### src/rtl/ks_pkg.sv
// Shared constants and FSM encoding for the multi-word Kogge-Stone adder.
package ks_pkg;
  localparam int KS_WORD_W = 16;

  typedef enum logic [1:0] {
    ST_IDLE = 2'd0,
    ST_RUN  = 2'd1,
    ST_DONE = 2'd2
  } state_t;
endpackage

### src/rtl/KS_Adder_16bit.sv
// 16-bit Kogge-Stone parallel-prefix adder with carry-in and carry-out.
module KS_Adder_16bit (
  input  logic [15:0] A,
  input  logic [15:0] B,
  input  logic        Cin,
  output logic [15:0] S,
  output logic        Cout
);
  logic [4:0][15:0] g;
  logic [4:0][15:0] p;
  logic [16:0]      c;

  always_comb begin
    g    = '0;
    p    = '0;
    c    = '0;
    g[0] = A & B;
    p[0] = A ^ B;
    // Four prefix levels with doubling span; after level 3 g/p cover bits [i:0].
    for (int s = 0; s < 4; s++) begin
      for (int i = 0; i < 16; i++) begin
        if (i >= (1 << s)) begin
          g[s+1][i] = g[s][i] | (p[s][i] & g[s][i-(1<<s)]);
          p[s+1][i] = p[s][i] & p[s][i-(1<<s)];
        end else begin
          g[s+1][i] = g[s][i];
          p[s+1][i] = p[s][i];
        end
      end
    end
    c[0] = Cin;
    for (int i = 0; i < 16; i++)
      c[i+1] = g[4][i] | (p[4][i] & Cin);
  end

  assign S    = p[0] ^ c[15:0];
  assign Cout = c[16];
endmodule

### src/rtl/ks_multiword_adder.sv
// Multi-precision add/sub: streams one 16-bit slice per cycle through a single
// Kogge-Stone adder, carrying between slices through a register.
module ks_multiword_adder
  import ks_pkg::*;
#(
  parameter int WORDS = 4
) (
  input  logic                    clk,
  input  logic                    rst,
  input  logic                    in_valid,
  output logic                    in_ready,
  input  logic [KS_WORD_W*WORDS-1:0] A,
  input  logic [KS_WORD_W*WORDS-1:0] B,
  input  logic                    Cin,
  input  logic                    Sub,
  output logic                    out_valid,
  input  logic                    out_ready,
  output logic [KS_WORD_W*WORDS-1:0] S,
  output logic                    Cout,
  output logic                    Ovf
);
  localparam int N  = KS_WORD_W * WORDS;
  localparam int IW = $clog2(WORDS);

  state_t                 state, state_nx;
  logic [N-1:0]           a_q, b_q;
  logic                   carry_q;
  logic [IW-1:0]          idx;
  logic [KS_WORD_W-1:0]   sl_a, sl_b, sl_s;
  logic                   sl_c;
  logic                   last;

  assign sl_a = a_q[int'(idx)*KS_WORD_W +: KS_WORD_W];
  assign sl_b = b_q[int'(idx)*KS_WORD_W +: KS_WORD_W];
  assign last = (idx == IW'(WORDS-1));

  KS_Adder_16bit u_add (
    .A    (sl_a),
    .B    (sl_b),
    .Cin  (carry_q),
    .S    (sl_s),
    .Cout (sl_c)
  );

  always_ff @(posedge clk) begin
    if (rst) state <= ST_IDLE;
    else     state <= state_nx;
  end

  always_comb begin
    state_nx = state;
    case (state)
      ST_IDLE: if (in_valid)  state_nx = ST_RUN;
      ST_RUN:  if (last)      state_nx = ST_DONE;
      ST_DONE: if (out_ready) state_nx = ST_IDLE;
      default:                state_nx = ST_IDLE;
    endcase
  end

  // Reset gates in_ready so nothing is accepted while rst is asserted.
  assign in_ready  = (state == ST_IDLE) && !rst;
  assign out_valid = (state == ST_DONE);

  always_ff @(posedge clk) begin
    if (rst) begin
      a_q     <= '0;
      b_q     <= '0;
      carry_q <= 1'b0;
      idx     <= '0;
      S       <= '0;
      Cout    <= 1'b0;
      Ovf     <= 1'b0;
    end else begin
      case (state)
        ST_IDLE: if (in_valid) begin
          a_q     <= A;
          b_q     <= Sub ? ~B : B;
          carry_q <= Sub ? 1'b1 : Cin;
          idx     <= '0;
          S       <= '0;
        end
        ST_RUN: begin
          S[int'(idx)*KS_WORD_W +: KS_WORD_W] <= sl_s;
          carry_q <= sl_c;
          // Park idx at 0 so the slice mux never points past the operand.
          idx     <= last ? '0 : idx + 1'b1;
          if (last) begin
            Cout <= sl_c;
            Ovf  <= (a_q[N-1] == b_q[N-1]) && (sl_s[KS_WORD_W-1] != a_q[N-1]);
          end
        end
        default: ;
      endcase
    end
  end
endmodule

### config.mk
export PLATFORM = sky130hd
export DESIGN_NAME = ks_multiword_adder
export DESIGN_NICKNAME = d
export VERILOG_FILES = /design/src/rtl/ks_pkg.sv /design/src/rtl/KS_Adder_16bit.sv /design/src/rtl/ks_multiword_adder.sv
export SDC_FILE = /design/constraint.sdc
export NUM_CORES = 1
export LEC_CHECK = 0
export CAP_MARGIN = 40
export CORE_MARGIN = 4
export CORE_UTILIZATION = 51
export CTS_CLUSTER_DIAMETER = 60
export DETAILED_ROUTE_END_ITERATION = 8
export GPL_ROUTABILITY_DRIVEN = 0
export PLACE_DENSITY = 0.77
export SLEW_MARGIN = 20
export SYNTH_ARGS = -nofsm -noshare
export SYNTH_HDL_FRONTEND = slang
export SYNTH_HIERARCHICAL = 1
export SYNTH_SLANG_ARGS = --single-unit
### constraint.sdc
create_clock -name clk -period 4.7 [get_ports clk]
set_input_delay 0.94 -clock clk [delete_from_list [all_inputs] [get_ports clk]]
set_output_delay 0.94 -clock clk [all_outputs]
set_load 0.005 [all_outputs]
==> results.ini <==
[setup_path]
reg2regPathDepth = 10
worst_r2r_endpoint = S[45]
rrSetupSlack_ns = 0.99
setup.worst_path.start_class = flop
arrival_ns = 4.08
critical_path.max_stage_delay_ns = 0.64
setup.worst_path.start = idx[0]
timing.critical_path.slowest_stage_cell = sky130_fd_sc_hd__dfxtp_2
critical_path.top_delay_family = compound AO/OA/AOI/OAI gates
critical_path.cell_chain = buf_12 -> mux4_2 -> ha_1 -> a21oi_1 -> nor2_1 -> o41ai_2 -> nand2_1 -> a311oi_1 -> nor2b_1 -> a22o_1
cp_data_required_time_ns = 5.08
critical_path_class = flop to flop
setup.worst_path.end_class = flop
timing.rr.start = idx[0]
crit_buf_inv = 1
critical_path.max_fanout = 18

[synthesis]
ys_seq_area_share_pct = 43.7
synth-async-reset-ratio_pct = 0
netlist_top_cells_area = sky130_fd_sc_hd__dfxtp_1 (44%), sky130_fd_sc_hd__mux4_2 (7.9%), sky130_fd_sc_hd__xnor2_1 (6.7%), sky130_fd_sc_hd__a22o_1 (6.1%), sky130_fd_sc_hd__nand2_1 (5.8%)
post_synth_edffs = 0
synth_cell_types = 58
synth_top_cell_area_share_pct = 43.7
synth_fa_ha_area_share_pct = 3.24
post_synth_and_or_nand_nor_area_fraction_pct = 13.0
post_synth_mux_area_share_pct = 8.73
synth_top_family_by_area = compound AO/OA/AOI/OAI gates
synth_top_area_cell = sky130_fd_sc_hd__dfxtp_1
postSynthRegisterBits = 199
mappedNetlistArea_um2 = 9130
synth_fp_nets = 1097
post_synth_xor_area_fraction_pct = 7.01
mapped_avg_cell_area_um2 = 9.71
synthCells = 940
synth-compound-area-share_pct = 19.8
yosys_warnings = 6
synth_top_flop_cell = sky130_fd_sc_hd__dfxtp_1

[cts]
postCtsSetupRepairBufs = 0
htree_num_levels = 4
insertion_delay_ns = 0.43
total_clock_sinks = 199
tritoncts.num_buffers = 17
cts_root_buf = sky130_fd_sc_hd__clkbuf_16
cts.hold.buffers_added = 0
ctsResizeCount = 0
clkSlewWorstSetupHoldPaths_ns = 0.07
cts_tree = done
cts_buffer_depth = 2

[floorplan]
initial_utilization_pct = 52.4
ioPinCount = 202
die_y_um = 142
cell_row_count = 48
chipWidth_um = 142
die_area_um2 = 20100
core_area_um2 = 17400

[drt]
num_vias = 7559
post_dr_vias_cell = 5.66
final_antenna_net_count = 0
drt-total-wl_um = 24200
detailedRoute.firstPassIterationCount = 5
drt_iter0_markers = 667
wl_per_cell_um = 18.1
detail_route.drc_violations = 0

[run_status]
outcome = finished, final reports clean

[final_layout]
fillerInstances = 1371
insertedDiodeCount = 0
multi_input_area_um2 = 4730
post_route_cells_drive_above_1_share_pct = 8.91
register_area_um2 = 3990
design.final.nets = 1255
final_design_area_no_fill_um2 = 11800
area_delta_synth_final_pct = 29.0

[sta]
finalClockSkew_ns = 0.00810
final_period_minus_worst_setup_slack_ns = 3.71
totalNegativeSetupSlack_ns = 0
fin_crit_sh_pct = 78.8
grt_setup_unrepaired = false
report.final.slew_viol_count = 0
timing.final.setup_violations = 0
worst_slack_ns = 0.995
final_hold_viol_count = 0
maxClockFrequency_ghz = 0.270
worst-slew-pin-transition_ns = 0.858
slew_limit_headroom_pct = 42.8

[global_routing]
grt_pass1_vias = 7118
grt_overflow = 0
largest_net_degree_at_the_start_of_global_routing = 193
grt_pass1_wl_um = 38100
antenna_found_initial = 0
global_route.usage.total_pct = 23.8

[power]
cellPowerDensity_nw_per_um2 = 332
post-layout-total-power_w = 0.00391
leakage_nw = 4.24
vdd_ir_drop_max_mv = 0.278

[worst_hold_path]
hold_path_end = a_q[12]
min_path_type = flop to flop
holdPathStages = 2
worstHoldStart = a_q[12]

[place]
io_buffer_count = 201
postPlaceCellArea_um2 = 11200
place_ws_ns = 0.997
dp.final_hpwl_um = 18000

[job]
drv_cap = 0

## registers in the layout, summed over array words and instances, names as in the netlist
name     cells
S           64
Ovf          1
carry_q      1
state        2
idx          2
a_q         64
Cout         1
b_q         64
## placed cells by master, fill, tap and decap left out, types with 2 or more instances in the layout
master,n
sky130_fd_sc_hd__a21o_1,3
sky130_fd_sc_hd__clkbuf_1,2
sky130_fd_sc_hd__nor2_1,77
sky130_fd_sc_hd__xor2_1,3
sky130_fd_sc_hd__o21a_1,6
sky130_fd_sc_hd__a211oi_2,3
sky130_fd_sc_hd__nor3_1,2
sky130_fd_sc_hd__buf_6,4
sky130_fd_sc_hd__buf_12,3
sky130_fd_sc_hd__nand2b_1,3
sky130_fd_sc_hd__a21oi_1,80
sky130_fd_sc_hd__inv_6,3
sky130_fd_sc_hd__inv_1,8
sky130_fd_sc_hd__and3_1,2
sky130_fd_sc_hd__o21ai_1,6
sky130_fd_sc_hd__clkdlybuf4s50_1,199
sky130_fd_sc_hd__clkbuf_16,17
sky130_fd_sc_hd__clkinvlp_4,5
sky130_fd_sc_hd__buf_4,7
sky130_fd_sc_hd__mux2i_1,2
sky130_fd_sc_hd__a31oi_1,3
sky130_fd_sc_hd__ha_1,22
sky130_fd_sc_hd__mux4_2,32
sky130_fd_sc_hd__nor2b_1,19
sky130_fd_sc_hd__o21ai_0,8
sky130_fd_sc_hd__nand4_1,3
sky130_fd_sc_hd__clkinv_4,3
sky130_fd_sc_hd__nand2_1,141
sky130_fd_sc_hd__a21oi_2,4
sky130_fd_sc_hd__nand4b_1,2
sky130_fd_sc_hd__a211oi_1,68
sky130_fd_sc_hd__nand3b_1,2
sky130_fd_sc_hd__mux2_2,5
sky130_fd_sc_hd__dfxtp_1,198
sky130_fd_sc_hd__xnor2_1,70
sky130_fd_sc_hd__a22o_1,64
## where the power goes
| part | total, W | switching (W) | internal, W |
|---|---|---|---|
| sequential | 0.00184 | 0.0000666 | 0.00177 |
| combinational | 0.000683 | 0.000343 | 0.000340 |
| clock | 0.00138 | 0.000645 | 0.000736 |
| total | 0.00391 | 0.00106 | 0.00285 |
## worst max path at each step
| stage | to | slack (ns) | depth (start not counted) |
|---|---|---|---|
| floorplan | Ovf | 1.29 | 13 |
| global placement | S[45] | 0.81 | 9 |
| detailed placement | S[45] | 1.0 | 10 |
| CTS | S[45] | 0.98 | 10 |
| global route | Ovf | 0.70 | 11 |
| finish | S[45] | 0.99 | 10 |
## Yosys cell counts (2+ instances only)
cell                         n
sky130_fd_sc_hd__o21ai_1     6
sky130_fd_sc_hd__a211oi_2    3
sky130_fd_sc_hd__mux2i_1     2
sky130_fd_sc_hd__a22o_1     64
sky130_fd_sc_hd__xnor2_1    70
sky130_fd_sc_hd__xor2_1      3
sky130_fd_sc_hd__mux4_2     32
sky130_fd_sc_hd__o21ai_0     8
sky130_fd_sc_hd__a21oi_2     4
sky130_fd_sc_hd__o21a_1      6
sky130_fd_sc_hd__ha_1       22
sky130_fd_sc_hd__nor3_1      2
sky130_fd_sc_hd__buf_4      13
sky130_fd_sc_hd__mux2_2      5
sky130_fd_sc_hd__nor2_1     77
sky130_fd_sc_hd__a211oi_1   68
sky130_fd_sc_hd__nor2b_1    19
sky130_fd_sc_hd__buf_1       4
sky130_fd_sc_hd__nand2_1   141
sky130_fd_sc_hd__inv_1       8
sky130_fd_sc_hd__clkbuf_1   21
sky130_fd_sc_hd__nand4_1     3
sky130_fd_sc_hd__nor3b_2     2
sky130_fd_sc_hd__a31oi_1     3
sky130_fd_sc_hd__nand3b_1    2
sky130_fd_sc_hd__a21o_1      3
sky130_fd_sc_hd__buf_2      37
sky130_fd_sc_hd__nand4b_1    2
sky130_fd_sc_hd__a21oi_1    80
sky130_fd_sc_hd__and3_1      2
sky130_fd_sc_hd__nand2b_1    3
sky130_fd_sc_hd__dfxtp_1   199
## cell families after synthesis
kind of cell    Yosys count
compound gates          256
xor+xnor                 73
fa+ha+maj                23
buf+inv                  84
flops                   199
mux                      39
simple gates            266
## through the flow
| step | util [%] | std cells | hold slack (ns) |
|---|---|---|---|
| 2_1_floorplan | - | 940 | 0.433 |
| 3_3_place_gp | 63.7 | 1296 | 0.438 |
| 3_5_place_dp | 64.1 | 1301 | 0.443 |
| 4_1_cts | 67.3 | 1333 | 0.453 |
| 5_1_grt | 67.6 | 1336 | 0.474 |
| 6_report | 67.6 | 1336 | 0.455 |
## per-layer routing
| metal | vias up | GRT usage [%] | share of wire (%) |
|---|---|---|---|
| li1 | 3664 | - | - |
| met1 | 3564 | 34.7 | 46 |
| met2 | 295 | 35.4 | 44 |
| met3 | 36 | 4.48 | 7.2 |
| met4 | 0 | 8.54 | 2.4 |
| met5 | - | 0 | 0 |
## worst register-to-register path, stage by stage, from the launching register on
cell                       delay (ns)
sky130_fd_sc_hd__dfxtp_2         0.64
sky130_fd_sc_hd__buf_12          0.26
sky130_fd_sc_hd__mux4_2          0.54
sky130_fd_sc_hd__ha_1            0.42
sky130_fd_sc_hd__a21oi_1         0.16
sky130_fd_sc_hd__nor2_1          0.06
sky130_fd_sc_hd__o41ai_2         0.44
sky130_fd_sc_hd__nand2_1         0.19
sky130_fd_sc_hd__a311oi_1        0.36
sky130_fd_sc_hd__nor2b_1         0.39
sky130_fd_sc_hd__a22o_1          0.20
## cell type report
cell class / instances / area share, %
Clock buffer: 19 / 3.68
Clock inverter: 13 / 1.06
Inverter: 8 / 0.255
Multi-Input combinational cell: 657 / 40.2
Sequential cell: 199 / 33.8
Tap cell: 225 / 2.39
Timing Repair Buffer: 215 / 18.6
(Power assumes the default switching activity.)
